==> src/rtl/hsid_pkg.sv <==
// ---------------------------------------------------------------------------
// hsid_pkg
// Shared types and constants for the HSID divider arbiter slice.
//   hsid_div_arb_state_t : arbiter FSM states
//   HSID_DIV_ARB_NUM_REQ : default requester count
//   HSID_HSP_LIBRARY_WIDTH : default HSP reference tag width
//   hsid_idx_width()     : index width for an N-entry one-hot (min 1 bit)
// ---------------------------------------------------------------------------
package hsid_pkg;

  localparam int HSID_DIV_ARB_NUM_REQ   = 4;
  localparam int HSID_HSP_LIBRARY_WIDTH = 8;

  typedef enum logic [2:0] {
    HDA_IDLE,
    HDA_ISSUE,
    HDA_WAIT,
    HDA_RESP,
    HDA_FLUSH
  } hsid_div_arb_state_t;

  function automatic int hsid_idx_width(input int n);
    return (n > 1) ? $clog2(n) : 1;
  endfunction

endpackage

==> src/rtl/hsid_rr_arbiter.sv <==
// ---------------------------------------------------------------------------
// hsid_rr_arbiter
// Combinational round-robin arbiter. The search starts at ptr_i+1 (wrapping),
// so the requester granted last has the lowest priority next time.
// Ports:
//   req_i   [N]  request vector
//   ptr_i   [IW] index of the most recently granted requester
//   en_i         grant enable; when low no grant is produced
//   grant_o [N]  one-hot (or zero) grant
//   idx_o   [IW] index of the granted requester (0 when no grant)
//   valid_o      any grant present
// ---------------------------------------------------------------------------
module hsid_rr_arbiter
  import hsid_pkg::*;
#(
  parameter  int N  = 4,
  localparam int IW = hsid_idx_width(N)
) (
  input  logic [N-1:0]  req_i,
  input  logic [IW-1:0] ptr_i,
  input  logic          en_i,
  output logic [N-1:0]  grant_o,
  output logic [IW-1:0] idx_o,
  output logic          valid_o
);

  logic [N-1:0]  hi_mask;
  logic [N-1:0]  req_hi;
  logic [N-1:0]  pick_src;
  logic [N-1:0]  pick_lsb;
  logic [IW-1:0] idx_chain [N+1];

  // Requesters strictly above the pointer take precedence; if none of them
  // is asking, the search wraps to the lowest index overall.
  for (genvar gi = 0; gi < N; gi++) begin : g_mask
    assign hi_mask[gi] = (IW'(gi) > ptr_i);
  end

  assign req_hi   = req_i & hi_mask;
  assign pick_src = (|req_hi) ? req_hi : req_i;
  // Isolate the lowest set bit.
  assign pick_lsb = pick_src & (~pick_src + N'(1));
  assign grant_o  = en_i ? pick_lsb : '0;
  assign valid_o  = |grant_o;

  // One-hot to index encoder built as an OR chain.
  assign idx_chain[0] = '0;
  for (genvar gi = 0; gi < N; gi++) begin : g_enc
    assign idx_chain[gi+1] = idx_chain[gi] | (grant_o[gi] ? IW'(gi) : '0);
  end
  assign idx_o = idx_chain[N];

endmodule

==> src/rtl/hsid_div_arbiter.sv <==
// ---------------------------------------------------------------------------
// hsid_div_arbiter
// Shares one hsid_divider among NUM_REQ requesters. One operation is in
// flight at a time: grant -> div_start pulse -> wait div_done -> hold the
// tagged result on a valid/ready response channel.
// Optional watchdog: define HSID_DIV_ARB_TIMEOUT_EN to bound WAIT at
// TIMEOUT_CYCLES; an expired wait returns an all-ones, overflow-flagged
// response with resp_timeout_o=1 and then flushes the divider.
// Ports:
//   clk, rst (async, active high), clear_i (synchronous abort)
//   req_valid_i/req_ready_o     per-requester handshake
//   req_dividend_i/divisor_i/of_i/hsp_ref_i  packed per-requester operands
//   resp_valid_o/resp_ready_i   response handshake
//   resp_id_o, resp_quotient_o, resp_remainder_o, resp_overflow_o,
//   resp_hsp_ref_o, resp_timeout_o  response payload
//   div_*_o / div_*_i           divider interface
//   busy_o                      FSM not idle
// ---------------------------------------------------------------------------
module hsid_div_arbiter
  import hsid_pkg::*;
#(
  parameter  int NUM_REQ           = HSID_DIV_ARB_NUM_REQ,
  parameter  int K                 = 32,
  parameter  int HSP_LIBRARY_WIDTH = HSID_HSP_LIBRARY_WIDTH,
  parameter  int TIMEOUT_CYCLES    = 2*K+8,
  localparam int IW                = hsid_idx_width(NUM_REQ)
) (
  input  logic                           clk,
  input  logic                           rst,
  input  logic                           clear_i,
  input  logic [NUM_REQ-1:0]             req_valid_i,
  output logic [NUM_REQ-1:0]             req_ready_o,
  input  logic [NUM_REQ*2*K-1:0]         req_dividend_i,
  input  logic [NUM_REQ*K-1:0]           req_divisor_i,
  input  logic [NUM_REQ-1:0]             req_of_i,
  input  logic [NUM_REQ*HSP_LIBRARY_WIDTH-1:0] req_hsp_ref_i,
  output logic                           resp_valid_o,
  input  logic                           resp_ready_i,
  output logic [IW-1:0]                  resp_id_o,
  output logic [K-1:0]                   resp_quotient_o,
  output logic [K-1:0]                   resp_remainder_o,
  output logic                           resp_overflow_o,
  output logic [HSP_LIBRARY_WIDTH-1:0]   resp_hsp_ref_o,
  output logic                           resp_timeout_o,
  output logic                           div_start_o,
  output logic                           div_clear_o,
  output logic [2*K-1:0]                 div_dividend_o,
  output logic [K-1:0]                   div_divisor_o,
  output logic                           div_of_o,
  output logic [HSP_LIBRARY_WIDTH-1:0]   div_hsp_ref_o,
  input  logic                           div_ready_i,
  input  logic                           div_done_i,
  input  logic                           div_overflow_i,
  input  logic [K-1:0]                   div_quotient_i,
  input  logic [K-1:0]                   div_remainder_i,
  input  logic [HSP_LIBRARY_WIDTH-1:0]   div_hsp_ref_out_i,
  output logic                           busy_o
);

  localparam int HW = HSP_LIBRARY_WIDTH;

  hsid_div_arb_state_t state_q;
  logic [IW-1:0]  ptr_q;
  logic [IW-1:0]  id_q;
  logic [2*K-1:0] dividend_q;
  logic [K-1:0]   divisor_q;
  logic           of_q;
  logic [HW-1:0]  hsp_q;
  logic           div_start_q;
  logic           div_clear_q;
  logic           resp_valid_q;
  logic [K-1:0]   resp_quot_q;
  logic [K-1:0]   resp_rem_q;
  logic           resp_ovf_q;
  logic [HW-1:0]  resp_hsp_q;

`ifdef HSID_DIV_ARB_TIMEOUT_EN
  localparam int CW = $clog2(TIMEOUT_CYCLES + 1);
  logic [CW-1:0]  wd_cnt_q;
  logic           resp_timeout_q;
`endif

  // ---- grant -------------------------------------------------------------
  logic [NUM_REQ-1:0] grant;
  logic [IW-1:0]      grant_idx;
  logic               grant_valid;
  logic               arb_en;

  // Grants only when the divider can take a new operation and no abort is
  // pending this cycle.
  assign arb_en = (state_q == HDA_IDLE) && div_ready_i && !clear_i;

  hsid_rr_arbiter #(.N(NUM_REQ)) u_rr (
    .req_i   (req_valid_i),
    .ptr_i   (ptr_q),
    .en_i    (arb_en),
    .grant_o (grant),
    .idx_o   (grant_idx),
    .valid_o (grant_valid)
  );

  assign req_ready_o = grant;

  // ---- operand select (AND-OR mux keyed by the one-hot grant) ------------
  logic [2*K-1:0] dvd_chain [NUM_REQ+1];
  logic [K-1:0]   dvs_chain [NUM_REQ+1];
  logic           of_chain  [NUM_REQ+1];
  logic [HW-1:0]  hsp_chain [NUM_REQ+1];

  assign dvd_chain[0] = '0;
  assign dvs_chain[0] = '0;
  assign of_chain[0]  = 1'b0;
  assign hsp_chain[0] = '0;

  for (genvar gi = 0; gi < NUM_REQ; gi++) begin : g_sel
    assign dvd_chain[gi+1] = dvd_chain[gi] |
                             ({(2*K){grant[gi]}} & req_dividend_i[gi*2*K +: 2*K]);
    assign dvs_chain[gi+1] = dvs_chain[gi] |
                             ({K{grant[gi]}} & req_divisor_i[gi*K +: K]);
    assign of_chain[gi+1]  = of_chain[gi] | (grant[gi] & req_of_i[gi]);
    assign hsp_chain[gi+1] = hsp_chain[gi] |
                             ({HW{grant[gi]}} & req_hsp_ref_i[gi*HW +: HW]);
  end

  // ---- control FSM -------------------------------------------------------
  always_ff @(posedge clk or posedge rst) begin
    if (rst) begin
      state_q      <= HDA_IDLE;
      ptr_q        <= IW'(NUM_REQ - 1);
      id_q         <= '0;
      dividend_q   <= '0;
      divisor_q    <= '0;
      of_q         <= 1'b0;
      hsp_q        <= '0;
      div_start_q  <= 1'b0;
      div_clear_q  <= 1'b0;
      resp_valid_q <= 1'b0;
      resp_quot_q  <= '0;
      resp_rem_q   <= '0;
      resp_ovf_q   <= 1'b0;
      resp_hsp_q   <= '0;
`ifdef HSID_DIV_ARB_TIMEOUT_EN
      wd_cnt_q       <= '0;
      resp_timeout_q <= 1'b0;
`endif
    end else begin
      div_start_q <= 1'b0;
      div_clear_q <= 1'b0;
      if (clear_i) begin
        // Abort wins over everything, including a coincident div_done.
        div_clear_q  <= 1'b1;
        resp_valid_q <= 1'b0;
        state_q      <= HDA_FLUSH;
      end else begin
        case (state_q)
          HDA_IDLE: begin
            if (grant_valid) begin
              dividend_q  <= dvd_chain[NUM_REQ];
              divisor_q   <= dvs_chain[NUM_REQ];
              of_q        <= of_chain[NUM_REQ];
              hsp_q       <= hsp_chain[NUM_REQ];
              id_q        <= grant_idx;
              ptr_q       <= grant_idx;
              div_start_q <= 1'b1;
              state_q     <= HDA_ISSUE;
            end
          end
          HDA_ISSUE: begin
`ifdef HSID_DIV_ARB_TIMEOUT_EN
            wd_cnt_q <= '0;
`endif
            state_q <= HDA_WAIT;
          end
          HDA_WAIT: begin
            if (div_done_i) begin
              resp_quot_q  <= div_quotient_i;
              resp_rem_q   <= div_remainder_i;
              resp_ovf_q   <= div_overflow_i;
              resp_hsp_q   <= div_hsp_ref_out_i;
              resp_valid_q <= 1'b1;
`ifdef HSID_DIV_ARB_TIMEOUT_EN
              resp_timeout_q <= 1'b0;
`endif
              state_q      <= HDA_RESP;
            end
`ifdef HSID_DIV_ARB_TIMEOUT_EN
            else if (wd_cnt_q == CW'(TIMEOUT_CYCLES - 1)) begin
              // Divider is stuck: abort it and report a poisoned result
              // carrying the request's own tag.
              div_clear_q    <= 1'b1;
              resp_quot_q    <= '1;
              resp_rem_q     <= '1;
              resp_ovf_q     <= 1'b1;
              resp_hsp_q     <= hsp_q;
              resp_timeout_q <= 1'b1;
              resp_valid_q   <= 1'b1;
              state_q        <= HDA_RESP;
            end else begin
              wd_cnt_q <= wd_cnt_q + CW'(1);
            end
`endif
          end
          HDA_RESP: begin
            if (resp_ready_i) begin
              resp_valid_q <= 1'b0;
`ifdef HSID_DIV_ARB_TIMEOUT_EN
              state_q <= resp_timeout_q ? HDA_FLUSH : HDA_IDLE;
`else
              state_q <= HDA_IDLE;
`endif
            end
          end
          HDA_FLUSH: begin
            if (div_ready_i) begin
              state_q <= HDA_IDLE;
            end
          end
          default: state_q <= HDA_IDLE;
        endcase
      end
    end
  end

  // ---- outputs -----------------------------------------------------------
  assign div_start_o      = div_start_q;
  assign div_clear_o      = div_clear_q;
  assign div_dividend_o   = dividend_q;
  assign div_divisor_o    = divisor_q;
  assign div_of_o         = of_q;
  assign div_hsp_ref_o    = hsp_q;
  assign resp_valid_o     = resp_valid_q;
  assign resp_id_o        = id_q;
  assign resp_quotient_o  = resp_quot_q;
  assign resp_remainder_o = resp_rem_q;
  assign resp_overflow_o  = resp_ovf_q;
  assign resp_hsp_ref_o   = resp_hsp_q;
`ifdef HSID_DIV_ARB_TIMEOUT_EN
  assign resp_timeout_o   = resp_timeout_q;
`else
  assign resp_timeout_o   = 1'b0;
`endif
  assign busy_o           = (state_q != HDA_IDLE);

endmodule
==> config.mk <==
export PLATFORM = sky130hd
export DESIGN_NAME = hsid_div_arbiter
export DESIGN_NICKNAME = d
export VERILOG_FILES = /design/src/rtl/hsid_pkg.sv /design/src/rtl/hsid_rr_arbiter.sv /design/src/rtl/hsid_div_arbiter.sv
export SDC_FILE = /design/constraint.sdc
export NUM_CORES = 1
export LEC_CHECK = 0
export CAP_MARGIN = 20
export CELL_PAD_IN_SITES_DETAIL_PLACEMENT = 0
export CELL_PAD_IN_SITES_GLOBAL_PLACEMENT = 1
export CORE_AREA = 2 2 266 268
export CTS_CLUSTER_SIZE = 16
export DETAILED_ROUTE_END_ITERATION = 7
export DIE_AREA = 0 0 268 270
export PLACE_DENSITY_LB_ADDON = 0.1
export SLEW_MARGIN = 30
export SYNTH_ARGS = -nofsm -noshare
export SYNTH_HDL_FRONTEND = slang
export SYNTH_SLANG_ARGS = --single-unit
==> constraint.sdc <==
create_clock -name clk -period 7.7 [get_ports clk]
set_input_delay 0.77 -clock clk [delete_from_list [all_inputs] [get_ports clk]]
set_output_delay 0.77 -clock clk [all_outputs]
set_load 0.01 [all_outputs]
== Word-level counts from Yosys, hierarchy flattened ==
Index checks and enable logic that the tools add are counted.
Word-level totals
  input port bits: 503
  logic and storage cells: 92
  register bits after elaboration: 188
  output and inout port bits: 189
Operators by class
  equal/unequal tests: 8
  bitwise operators: 34
  add/sub/neg operators: 1
  mux-type cells: 19
  magnitude comparators: 4
  reductions and logical operators: 12
Operators with widths (count)
  64-bit AND: 4
  64-bit bitwise OR: 3
  32-bit AND: 4
  32-bit bitwise OR: 3
  8-bit AND: 4
  8-bit bitwise OR: 3
  3-bit 2-to-1 mux: 5
  3-bit one-hot mux with 5 select lines: 1
  3-bit inequality test (second input constant): 4
  3-bit AND reduction: 3
  4-bit AND: 2
  1-bit 2-to-1 mux: 8
  4-bit 2-to-1 mux: 2
  4-bit OR reduction: 2
  3-bit by 2-bit equality test with 1-bit output (second input constant): 2
  3-bit nonzero test: 2
  4-bit by 1-bit adder with 4-bit output (second input constant): 1
  1-bit AND: 4
  1-bit by 2-bit > comparator with 1-bit output (first input constant): 2
  2-bit > comparator (first input constant): 2
  2-bit 2-to-1 mux: 2
  4-bit inverter: 1
  2-bit bitwise OR: 2
  4-bit AND reduction: 1
  8 further kinds: 11

== Longest topological paths before layout ==
  depth after elaboration: 12
  depth in mapped cells: 9
  depth with buffers taken out: 6

== Modules after synthesis ==
From an unflattened synthesis, not the netlist that was laid out.
Second synthesis, totals
  cells, all modules: 796
  area, all modules: 9522.9 sq um
Modules (own cells, without submodules)
  hsid_div_arbiter: cells each 775, sequential area each 4707.0 sq um, area an instance 9386.5 sq um, times used 1
  hsid_rr_arbiter: cells each 21, sequential area each 0.0 sq um, area an instance 136.4 sq um, times used 1

== Worst setup path after synthesis ==
No wires, ideal clock.
  kind: input to output
  start point: input port req_valid_i[2]
  end point: output port req_ready_o[2]
  data required time: 6.930 ns
  path buffers: 4
  slack: 5.004 ns
  arrival: 1.926 ns
  stages: 8
  cells stage by stage: buf_2 -> o21ai_1 -> o211ai_1 -> o211ai_1 -> buf_2 -> buf_6 -> buf_6 -> nor2_1
Between the ends
  cells in the longest elaborated chain, start to end: 7
Ends and longest elaborated chain
  start, declared: RTL line hsid_div_arbiter.sv:31  | input logic [NUM_REQ-1:0] req_valid_i,
  4-bit AND: RTL line hsid_rr_arbiter.sv:39  | assign req_hi = req_i & hi_mask;
  4-bit OR reduction: RTL line hsid_rr_arbiter.sv:40  | assign pick_src = (|req_hi) ? req_hi : req_i;
  4-bit 2-to-1 mux (*): RTL line hsid_rr_arbiter.sv:40
  4-bit inverter: RTL line hsid_rr_arbiter.sv:42  | assign pick_lsb = pick_src & (~pick_src + N'(1));
  4-bit by 1-bit adder with 4-bit output: RTL line hsid_rr_arbiter.sv:42
  4-bit AND (*): RTL line hsid_rr_arbiter.sv:42
  4-bit 2-to-1 mux (*): RTL line hsid_rr_arbiter.sv:43  | assign grant_o = en_i ? pick_lsb : '0;
  end, declared: RTL line hsid_div_arbiter.sv:32  | output logic [NUM_REQ-1:0] req_ready_o,
Mark *: on every way between the ends. The rest lies on a longest branch, timed or not.

== Worst setup path in the final report ==
  start point: input port req_valid_i[2]
  end point: output port req_ready_o[3]
Same word-level chain as after synthesis.

==> flow_summary.json <==
{
  "synth_top_family_by_area": "compound AO/OA/AOI/OAI gates",
  "p_leak_nw": 6.94,
  "clockBufferDepth": 2,
  "yosysTopAreaCell": "dfrtp_1",
  "grt_max_degree": 92,
  "synth_compound_area_share_pct": 30.1,
  "hold_viol_final": 0,
  "swShare_pct": 33.1,
  "clk_pin_slew_worst_paths_ns": 0.08,
  "dieArea_um2": 72400,
  "clkPwrFrac_pct": 27.4,
  "avgSynthCellArea_um2": 11.3,
  "crit_path_end_kind": "output pin",
  "slew_viol_final": 0,
  "antenna_found_initial": 13,
  "p_seq_share_pct": 36.4,
  "yosysWarningCount": 0,
  "maxCapViolCount": 0,
  "synth_seq_area_share_pct": 49.4,
  "clk_latency_ns": 0.50,
  "min_from": "resp_id_o[0]$_DFFE_PP0P_",
  "dp_hpwl_um": 42400,
  "crit_type": "in -> out",
  "synth_cell_types": 38,
  "switchingPower_mw": 1.16,
  "synth-seq-cells": 188,
  "regToRegStartpoint": "ptr_q[1]$_DFFE_PP1P_",
  "max-slew-margin-rel_pct": 37.9,
  "drt_iter0_markers": 414,
  "finalCriticalPeriod_ns": 3.98,
  "wl_um": 56500,
  "synth_xor_area_share_pct": 0,
  "peakVddDrop_mv": 0.119,
  "cts.sinks": 188,
  "r2r_slack_ns": 4.57,
  "gp_congestion": 0.762,
  "power.total_mw": 3.51,
  "post-route-period-util_pct": 51.7,
  "root_buffer": "clkbuf_16",
  "rows": 97,
  "worst_pin_slew_ns": 0.932,
  "grt_pass1_wl_um": 79600,
  "final_antenna_net_count": 0,
  "hold_path_end": "resp_id_o[0]$_DFFE_PP0P_",
  "async_flop_share_pct": 100,
  "via_per_inst": 4.09,
  "synth-edff-count": 0,
  "drc": 0,
  "powerDensity_nw_per_um2": 196,
  "arrival_ns": 3.21,
  "syn2layout_area_growth_pct": 88.1,
  "die_x_um": 268,
  "cts_made_buffers": 17,
  "reg2regPathDepth": 7,
  "core_area_um2": 69500,
  "drive_gt1_share_pct": 9.00,
  "cts_resized": 0,
  "synthSimpleGateAreaFrac_pct": 6.31,
  "synthAdderAreaFrac_pct": 0,
  "clock_skew_ns": 0.0147,
  "die_height_um": 270,
  "wl_per_cell_um": 23.2,
  "grt_pass1_vias": 10780,
  "crit_fanout": 56,
  "synth_commonest_cells": "dfrtp_1 (186), nor2_1 (114), a22oi_1 (105)",
  "rsz0062_at_grt": "false",
  "drt_pre_antenna_iters": 5,
  "cts.htree.levels": 4,
  "syn-cell-area_um2": 9520,
  "min_path_type": "reg -> reg",
  "synth_mux_area_share_pct": 8.64,
  "setup_tns_ns": 0,
  "hold_buffers": 0,
  "ys.flop_type": "dfrtp_1",
  "gr-total-overflow": 0,
  "holdPathStages": 1,
  "post-cts-setup-buffer-count": 0,
  "synthCells": 840,
  "synth_top_area_share_pct": 48.9,
  "grtUsageTotal_pct": 15.4,
  "initial_utilization_pct": 13.7,
  "pin_count": 692,
  "comb_power_share_pct": 36.2,
  "status": "finished, final reports clean",
  "synth_most_common_cell": "dfrtp_1",
  "syn_nets": 1343,
  "clock.fmax_ghz": 0.251,
  "cp-start-kind": "input pin",
  "io_buffers": 690,
  "num_vias": 9955,
  "finalSetupViolCount": 0,
  "cts_tree": "yes",
  "worst_ep_required_time_ns": 6.93,
  "nets": 1979,
  "p_int_mw": 2.35,
  "synth_area_leaders": "dfrtp_1 (49%), a221o_1 (10%), o22a_1 (8.8%), mux2_2 (8.6%), a22oi_1 (8.3%)",
  "r2r_end": "div_divisor_o[17]$_DFFE_PP0P_"
}
## state kept, by name, summed over array words and instances (netlist names)
register	count
div_dividend_o	64
div_divisor_o	32
resp_quotient_o	32
resp_remainder_o	32
div_hsp_ref_o	8
resp_hsp_ref_o	8
state_q	3
ptr_q	2
resp_id_o	2
div_clear_o	1
div_of_o	1
div_start_o	1
resp_overflow_o	1
resp_valid_o	1
## layout make-up
type                       instances  area [µm²]
timing repair buffer             706        7050
sequential                       188        4710
inverter                           4        25.0
fill                            7419       51600
tap                              940        1180
multi-input combinational        559        4330
clock buffer                      19         453
antenna                            4        10.0
clock inverter                    13         149
## metrics by stage
stage	utilization (%)	hold WS [ns]	setup WS [ns]	std cells	area, µm²
after floorplan	-	0.478	1.82	840	9520
after global placement	24.8	0.465	3.59	2396	17300
after detailed placement	24.8	0.481	3.58	2396	17300
after CTS	25.7	0.501	3.60	2428	17900
after global routing	25.7	0.525	3.50	2432	17900
final	25.7	0.494	3.72	2433	17900
## worst max-delay path by stage
stage | start | end | depth (start not counted)
floorplan | rst | div_clear_o$_DFF_PP0_ | 1
global placement | clear_i | div_dividend_o[11]$_DFFE_PP0P_ | 8
detailed placement | clear_i | div_divisor_o[15]$_DFFE_PP0P_ | 7
CTS | req_valid_i[2] | req_ready_o[3] | 7
global route | req_valid_i[2] | req_ready_o[3] | 7
finish | req_valid_i[2] | req_ready_o[3] | 7
## cells in the final DEF, fill, tap and decap left out, types with 2 or more instances in the layout
cell type        instances
clkdlybuf4s50_1        690
dfrtp_1                186
nor2_1                 114
a22oi_1                105
a221o_1                 96
o22a_1                  96
mux2_2                  73
nand2_1                 17
clkbuf_16               17
buf_4                   14
a31oi_1                 10
a2bb2oi_1                9
inv_8                    6
o21ai_0                  5
diode_2                  4
a21oi_1                  4
clkinv_4                 4
nand2b_1                 3
clkinv_8                 3
inv_1                    2
nor2_4                   2
o21ai_1                  2
o211ai_1                 2
nor2b_1                  2
nor3_1                   2
a21o_1                   2
clkbuf_8                 2
dfstp_2                  2
## power by group through the flow
stage | registers [mW] | clock network [mW] | logic (mW)
after floorplan | 1.37 | 0 | 0.390
after global routing | 1.30 | 1.06 | 1.36
after global placement | 1.29 | 0 | 1.30
after CTS | 1.28 | 1.01 | 1.30
final | 1.28 | 0.961 | 1.27
after detailed placement | 1.30 | 0 | 1.30
## routing by layer
metal	share of wire (%)	routed length [µm]	vias to the layer above	track usage, %
li1	-	-	4583	-
met1	37	20700	4926	16.0
met2	54	30600	368	28.9
met3	7.6	4290	60	5.38
met4	1.6	879	18	3.88
met5	0.19	108	-	0
## worst max-delay path, stage by stage
cell	delay, ns
clkdlybuf4s50_1	0.65
o21ai_1	0.14
o211ai_1	0.30
o211ai_1	0.18
buf_4	0.35
nor2_1	0.17
clkdlybuf4s50_1	0.64
## cell families after synthesis
kind of cell / count (synthesis)
other: 1
muxes: 73
DFF: 188
buffers and inverters: 93
and+or+nand+nor: 149
AOI/OAI and AO/OA: 336
Note: power is estimated with default switching activity, not from simulation.
